### src/rtl/remote_comm.sv
`default_nettype none
// +----------------------------------------------------------------------------+
// | Module   : remote_comm                                                     |
// | Purpose  : Host-side serial command bridge for the knight robot. Sends a   |
// |            16-bit command as two 8N1 UART bytes (high byte first) and      |
// |            independently receives single-byte responses.                   |
// | Options  : RC_FRAME_CHK_EN - check the received stop bit and report a bad  |
// |            frame on frame_err instead of delivering the byte.              |
// | Revision : 1.0 - initial release                                           |
// +----------------------------------------------------------------------------+
module remote_comm #(
  parameter int BAUD_DIV = 2604  // clocks per bit, must be >= 16
) (
  input  logic        clk,
  input  logic        rst,
  input  logic [15:0] cmd,
  input  logic        send_cmd,
  output logic        cmd_sent,
  output logic        TX,
  input  logic        RX,
  output logic        rx_rdy,
  output logic [7:0]  rx_data
`ifdef RC_FRAME_CHK_EN
  ,
  output logic        frame_err
`endif
);

  localparam int               CNT_W     = $clog2(BAUD_DIV);
  localparam logic [CNT_W-1:0] BAUD_LAST = CNT_W'(BAUD_DIV - 1);
  localparam logic [CNT_W-1:0] BAUD_HALF = CNT_W'(BAUD_DIV / 2 - 1);
  localparam logic [CNT_W-1:0] CNT_ONE   = CNT_W'(1);

  // --------------------------------------------------------------------------
  // Command sequencer
  // --------------------------------------------------------------------------
  typedef enum logic [1:0] {
    CMD_IDLE    = 2'd0,
    CMD_SEND_HI = 2'd1,
    CMD_SEND_LO = 2'd2
  } cmd_state_t;

  cmd_state_t cmd_state_q, cmd_state_d;
  logic [7:0] lo_byte_q, lo_byte_d;
  logic       cmd_sent_q, cmd_sent_d;
  logic       tx_start;
  logic [7:0] tx_byte;
  logic       tx_done_q;

  // Next-state logic: launch the high byte, chain the low byte, flag completion
  always_comb begin
    cmd_state_d = cmd_state_q;
    lo_byte_d   = lo_byte_q;
    cmd_sent_d  = cmd_sent_q;
    tx_start    = 1'b0;
    tx_byte     = lo_byte_q;
    case (cmd_state_q)
      CMD_IDLE: begin
        if (send_cmd) begin
          lo_byte_d   = cmd[7:0];
          cmd_sent_d  = 1'b0;
          tx_start    = 1'b1;
          tx_byte     = cmd[15:8];
          cmd_state_d = CMD_SEND_HI;
        end
      end
      CMD_SEND_HI: begin
        if (tx_done_q) begin
          tx_start    = 1'b1;
          cmd_state_d = CMD_SEND_LO;
        end
      end
      CMD_SEND_LO: begin
        if (tx_done_q) begin
          cmd_sent_d  = 1'b1;
          cmd_state_d = CMD_IDLE;
        end
      end
      default: cmd_state_d = CMD_IDLE;
    endcase
  end

  // Command sequencer state and registered outputs
  always_ff @(posedge clk or posedge rst) begin
    if (rst) begin
      cmd_state_q <= CMD_IDLE;
      lo_byte_q   <= 8'h00;
      cmd_sent_q  <= 1'b0;
    end else begin
      cmd_state_q <= cmd_state_d;
      lo_byte_q   <= lo_byte_d;
      cmd_sent_q  <= cmd_sent_d;
    end
  end

  assign cmd_sent = cmd_sent_q;

  // --------------------------------------------------------------------------
  // UART transmitter
  // --------------------------------------------------------------------------
  logic [9:0]       tx_shift_q, tx_shift_d;
  logic [CNT_W-1:0] tx_cnt_q, tx_cnt_d;
  logic [3:0]       tx_bit_q, tx_bit_d;
  logic             tx_busy_q, tx_busy_d;
  logic             tx_line_q, tx_line_d;
  logic             tx_done_d;

  // Bit timing: the line always shows shift bit 0; advance every BAUD_DIV clocks
  always_comb begin
    tx_shift_d = tx_shift_q;
    tx_cnt_d   = tx_cnt_q;
    tx_bit_d   = tx_bit_q;
    tx_busy_d  = tx_busy_q;
    tx_line_d  = tx_line_q;
    tx_done_d  = 1'b0;
    if (tx_start) begin
      tx_shift_d = {1'b1, tx_byte, 1'b0};
      tx_line_d  = 1'b0;
      tx_cnt_d   = BAUD_LAST;
      tx_bit_d   = 4'd0;
      tx_busy_d  = 1'b1;
    end else if (tx_busy_q) begin
      if (tx_cnt_q == '0) begin
        if (tx_bit_q == 4'd9) begin
          // End of stop bit; line already rests high
          tx_busy_d = 1'b0;
          tx_done_d = 1'b1;
        end else begin
          tx_shift_d = {1'b1, tx_shift_q[9:1]};
          tx_line_d  = tx_shift_q[1];
          tx_bit_d   = tx_bit_q + 4'd1;
          tx_cnt_d   = BAUD_LAST;
        end
      end else begin
        tx_cnt_d = tx_cnt_q - CNT_ONE;
      end
    end
  end

  // Transmitter registers; line forced idle-high by reset
  always_ff @(posedge clk or posedge rst) begin
    if (rst) begin
      tx_shift_q <= 10'h3FF;
      tx_cnt_q   <= '0;
      tx_bit_q   <= 4'd0;
      tx_busy_q  <= 1'b0;
      tx_line_q  <= 1'b1;
      tx_done_q  <= 1'b0;
    end else begin
      tx_shift_q <= tx_shift_d;
      tx_cnt_q   <= tx_cnt_d;
      tx_bit_q   <= tx_bit_d;
      tx_busy_q  <= tx_busy_d;
      tx_line_q  <= tx_line_d;
      tx_done_q  <= tx_done_d;
    end
  end

  assign TX = tx_line_q;

  // --------------------------------------------------------------------------
  // UART receiver
  // --------------------------------------------------------------------------
  typedef enum logic [0:0] {
    RX_IDLE = 1'b0,
    RX_RECV = 1'b1
  } rx_state_t;

  logic             rx_meta_q, rx_sync_q, rx_prev_q;
  rx_state_t        rx_state_q, rx_state_d;
  logic [CNT_W-1:0] rx_cnt_q, rx_cnt_d;
  logic [3:0]       rx_bit_q, rx_bit_d;
  logic [7:0]       rx_shift_q, rx_shift_d;
  logic [7:0]       rx_data_q, rx_data_d;
  logic             rx_rdy_q, rx_rdy_d;
  logic             rx_fall;
`ifdef RC_FRAME_CHK_EN
  logic             frame_err_q, frame_err_d;
`endif

  assign rx_fall = rx_prev_q & ~rx_sync_q;

  // Receive sequencing: mid-bit sampling of start, 8 data bits and stop
  always_comb begin
    rx_state_d = rx_state_q;
    rx_cnt_d   = rx_cnt_q;
    rx_bit_d   = rx_bit_q;
    rx_shift_d = rx_shift_q;
    rx_data_d  = rx_data_q;
    rx_rdy_d   = rx_rdy_q;
`ifdef RC_FRAME_CHK_EN
    frame_err_d = 1'b0;
`endif
    case (rx_state_q)
      RX_IDLE: begin
        if (rx_fall) begin
          rx_rdy_d   = 1'b0;
          rx_cnt_d   = BAUD_HALF;
          rx_bit_d   = 4'd0;
          rx_state_d = RX_RECV;
        end
      end
      RX_RECV: begin
        if (rx_cnt_q == '0) begin
          rx_cnt_d = BAUD_LAST;
          rx_bit_d = rx_bit_q + 4'd1;
          if (rx_bit_q == 4'd0) begin
            // A start bit that is high at mid-bit was only a glitch
            if (rx_sync_q) begin
              rx_state_d = RX_IDLE;
            end
          end else if (rx_bit_q == 4'd9) begin
            rx_state_d = RX_IDLE;
`ifdef RC_FRAME_CHK_EN
            if (rx_sync_q) begin
              rx_data_d = rx_shift_q;
              rx_rdy_d  = 1'b1;
            end else begin
              frame_err_d = 1'b1;
            end
`else
            rx_data_d = rx_shift_q;
            rx_rdy_d  = 1'b1;
`endif
          end else begin
            rx_shift_d = {rx_sync_q, rx_shift_q[7:1]};
          end
        end else begin
          rx_cnt_d = rx_cnt_q - CNT_ONE;
        end
      end
      default: rx_state_d = RX_IDLE;
    endcase
  end

  // Receiver registers, including the two-stage synchronizer and edge history
  always_ff @(posedge clk or posedge rst) begin
    if (rst) begin
      rx_meta_q   <= 1'b1;
      rx_sync_q   <= 1'b1;
      rx_prev_q   <= 1'b1;
      rx_state_q  <= RX_IDLE;
      rx_cnt_q    <= '0;
      rx_bit_q    <= 4'd0;
      rx_shift_q  <= 8'h00;
      rx_data_q   <= 8'h00;
      rx_rdy_q    <= 1'b0;
`ifdef RC_FRAME_CHK_EN
      frame_err_q <= 1'b0;
`endif
    end else begin
      rx_meta_q   <= RX;
      rx_sync_q   <= rx_meta_q;
      rx_prev_q   <= rx_sync_q;
      rx_state_q  <= rx_state_d;
      rx_cnt_q    <= rx_cnt_d;
      rx_bit_q    <= rx_bit_d;
      rx_shift_q  <= rx_shift_d;
      rx_data_q   <= rx_data_d;
      rx_rdy_q    <= rx_rdy_d;
`ifdef RC_FRAME_CHK_EN
      frame_err_q <= frame_err_d;
`endif
    end
  end

  assign rx_rdy  = rx_rdy_q;
  assign rx_data = rx_data_q;
`ifdef RC_FRAME_CHK_EN
  assign frame_err = frame_err_q;
`endif

endmodule
`default_nettype wire

### config.mk
export PLATFORM = sky130hd
export DESIGN_NAME = remote_comm
export DESIGN_NICKNAME = d
export VERILOG_FILES = /design/src/rtl/remote_comm.sv
export SDC_FILE = /design/constraint.sdc
export NUM_CORES = 1
export LEC_CHECK = 0
export CORE_ASPECT_RATIO = 1.2
export CORE_MARGIN = 2
export CORE_UTILIZATION = 45
export DETAILED_ROUTE_END_ITERATION = 12
export PLACE_DENSITY = 0.62
export RECOVER_POWER = 25
export SYNTH_ARGS = -nofsm -noshare
export SYNTH_HDL_FRONTEND = slang
export SYNTH_SLANG_ARGS = --single-unit
### constraint.sdc
create_clock -name clk -period 2.82 [get_ports clk]
set_input_delay 0.564 -clock clk [delete_from_list [all_inputs] [get_ports clk]]
set_output_delay 0.564 -clock clk [all_outputs]
set_load 0.05 [all_outputs]
==> results.yml <==
global_route:
  grt_usage_pct: 18.7
  grt_overflow: 0
  grt_pass1_wl_mm: 13.2
  grt_pass1_vias: 2804
  antenna_found_initial: 0
  grt_max_degree: 76
pwr:
  power.leakage_nw: 1.81
  power_frac_clock_pct: 30.0
  sw_frac_of_total_pct: 32.9
  power.switching_w: 0.00105
  seqPwrFrac_pct: 47.8
  powerDensity_nw_per_um2: 736
  p_int_w: 0.00213
  p_total_w: 0.00318
  ir_drop_mv: 0.353
  combPwrFrac_pct: 22.2
synthesis:
  synth_nets: 366
  synth_top_cell_area_share_pct: 42.8
  ys.warnings.count: 0
  synth_edf_count: 0
  synth_top_area_cell: "dfrtp_1"
  ys_types: 53
  syn_area_um2: 3680
  synth-seq-cells: 75
  ys_top_cells_by_area: "dfrtp_1, mux2_2, dfstp_2"
  syn-instance-count: 337
  ys_seq_area_share_pct: 51.4
  synthArstFlopShare_pct: 100
  ys.flop_type: "dfrtp_1"
  synth_area_per_cell_um2: 10.9
route:
  routed_wl_mm: 7.40
  vias: 2751
  wire_per_inst_um: 15.7
  drc_errors: 0
  antenna_left: 0
  routed_via_density: 5.85
  drtIter0Drc: 82
  first_pass_iters: 5
die:
  die_h_um: 103
  placementRows: 36
  ios: 31
  start_util_pct: 45.9
  die_area_um2: 8930
  fp.coreArea_um2: 8020
  fp.dieW_um: 86.6
layout:
  fin_cells: 470
  seqCellArea_um2: 1890
  area_growth_pct: 17.3
  nets: 399
  multi_input_area_um2: 1670
  final_cell_mix: "dfrtp_1, mux2_2, clkdlybuf4s50_1, nand2_1, a21oi_1"
  drive_above_1_share_pct: 20.8
  final_core_util_pct: 53.9
  nFillCells: 730
  antennaDiodeCount: 0
  final_common_cell: "dfrtp_1"
sta:
  finClkSkew_ps: 9.45
  rsz0062_at_grt: "false"
  setup_viol: 0
  finalSetupTns_ps: 0
  hold_viol: 0
  finalMaxSlewViolations: 76
  tightest_slew_ps: 1820
  max_slew_margin_pct: -21.6
  fmax_mhz: 386
  layout_min_cycle_time_ps: 2590
  layout_worst_path_cycle_share_pct: 91.8
  setup_slack_ps: 231
place:
  dp_worst_setup_slack_ps: 230
  gp_congestion: 0.843
  hpwl_mm: 5.07
  post-place-cells: 454
  numPortBuffers: 30
clock_network:
  h-tree-depth: 3
  root_buffer: "clkbuf_8"
  ctsHoldBuffers: 0
  clk_path_buf_depth: 2
  cts_setup_buffers: 0
  ctsResizeCount: 0
  cts.reportedPaths.clkPinSlew_ps: 80
  cts_tree: "built"
  numCtsBuffers: 9
  clock_sinks: 75
  clk-insertion-delay-late_ps: 360
critical_path:
  crit_type: "reg -> reg"
  end_kind: "flop"
  critPathMaxFanout: 9
  cp_data_required_time_ps: 3060
  critPathArrivalTime_ps: 2830
  cp-start-kind: "flop"
flow_run:
  maxCapViolCount: 1
status:
  violations: "capacitance limit, slew limit"
  run_status: "finished with violations"
min_path:
  hp-class: "reg -> reg"
==> state kept, by name, summed over array words and instances (netlist names) <==
name	flops
tx_cnt_q	12
cmd_state_q	2
rx_bit_q	4
rx_cnt_q	12
rx_sync_q	1
rx_rdy	1
rx_prev_q	1
rx_data	8
lo_byte_q	8
rx_shift_q	8
tx_bit_q	4
tx_busy_q	1
tx_done_q	1
cmd_sent	1
rx_meta_q	1
tx_shift_q	9
rx_state_q	1
==> cells by family after synthesis <==
group | after synthesis | share of synthesized area, %
buffers and inverters | 29 | 3.23
AND/OR/NAND/NOR | 116 | 18.0
XOR/XNOR | 4 | 0.952
adder cells (fa/ha/maj) | 9 | 3.06
flip-flops | 75 | 51.4
multiplexers | 35 | 10.5
AO/OA/AOI/OAI | 69 | 12.8
==> through the flow <==
step / instance area, um^2 / hold slack, ps
after floorplan: 3680 / 345
after global placement: 4100 / 348
after CTS: 4330 / 357
after detailed placement: 4100 / 349
after global routing: 4320 / 372
final: 4320 / 359
==> worst paths after layout <==
path | startpoint | to | slack, ps | cells after the start
max in group asynchronous | rst | rx_shift_q[6] | 580 | 3
worst max-delay path | rx_cnt_q[0] | rx_data[4] | 230 | 6
worst min register to register | rx_meta_q | rx_sync_q | 360 | 0
worst max register to register | rx_cnt_q[0] | rx_data[4] | 230 | 6
min in group asynchronous | rst | rx_cnt_q[2] | 1110 | 3
worst min-delay path | rx_meta_q | rx_sync_q | 360 | 0
==> synth_stat cells (3+ instances only) <==
cell type and instances:
a21oi_1 15, a22oi_1 4, a31oi_1 5, and2_1 3
clkbuf_1 12, dfrtp_1 63, dfstp_2 12, ha_1 9
inv_1 13, mux2_2 30, mux2i_1 5, nand2_1 27
nand2b_1 7, nand3_1 13, nand3b_1 3, nand4_1 3
nor2_1 14, nor3_1 8, nor4_1 6, nor4b_1 3
o211ai_1 8, o21ai_0 11, o2bb2ai_1 6, o31ai_1 5
or3_1 8, or4_1 7, xor2_1 3
==> power by group through the flow <==
stage	Combinational (W)	Sequential, W	Clock [W]
6_report	0.000706	0.00152	0.000954
5_1_grt	0.000817	0.00156	0.00103
4_1_cts	0.000714	0.00152	0.000982
3_5_place_dp	0.000713	0.00153	0
3_3_place_gp	0.000692	0.00153	0
2_1_floorplan	0.000554	0.00147	0
==> metal layers <==
layer / track usage [%] / vias up / wire (um)
li1: - / 1309 / -
met1: 23.3 / 1372 / 3370
met2: 31.4 / 51 / 3620
met3: 2.96 / 19 / 181
met4: 9.98 / 0 / 220
met5: 0 / - / 0
==> worst max-delay path: stages (launching register included) <==
cell and delay (ps):
dfrtp_1 410, inv_1 90, ha_1 140, or3b_2 450, or2_2 390, nor4_4 590, mux2_2 400
==> layout make-up <==
| class | count | area share, % |
|---|---|---|
| clock buffers | 9 | 2.87 |
| clock inverters | 7 | 2.46 |
| inverters | 13 | 1.13 |
| multi-input cells | 233 | 38.7 |
| flip-flops and latches | 75 | 43.8 |
| well taps | 95 | 2.75 |
| repair buffers | 38 | 8.29 |
(Power assumes the default switching activity.)
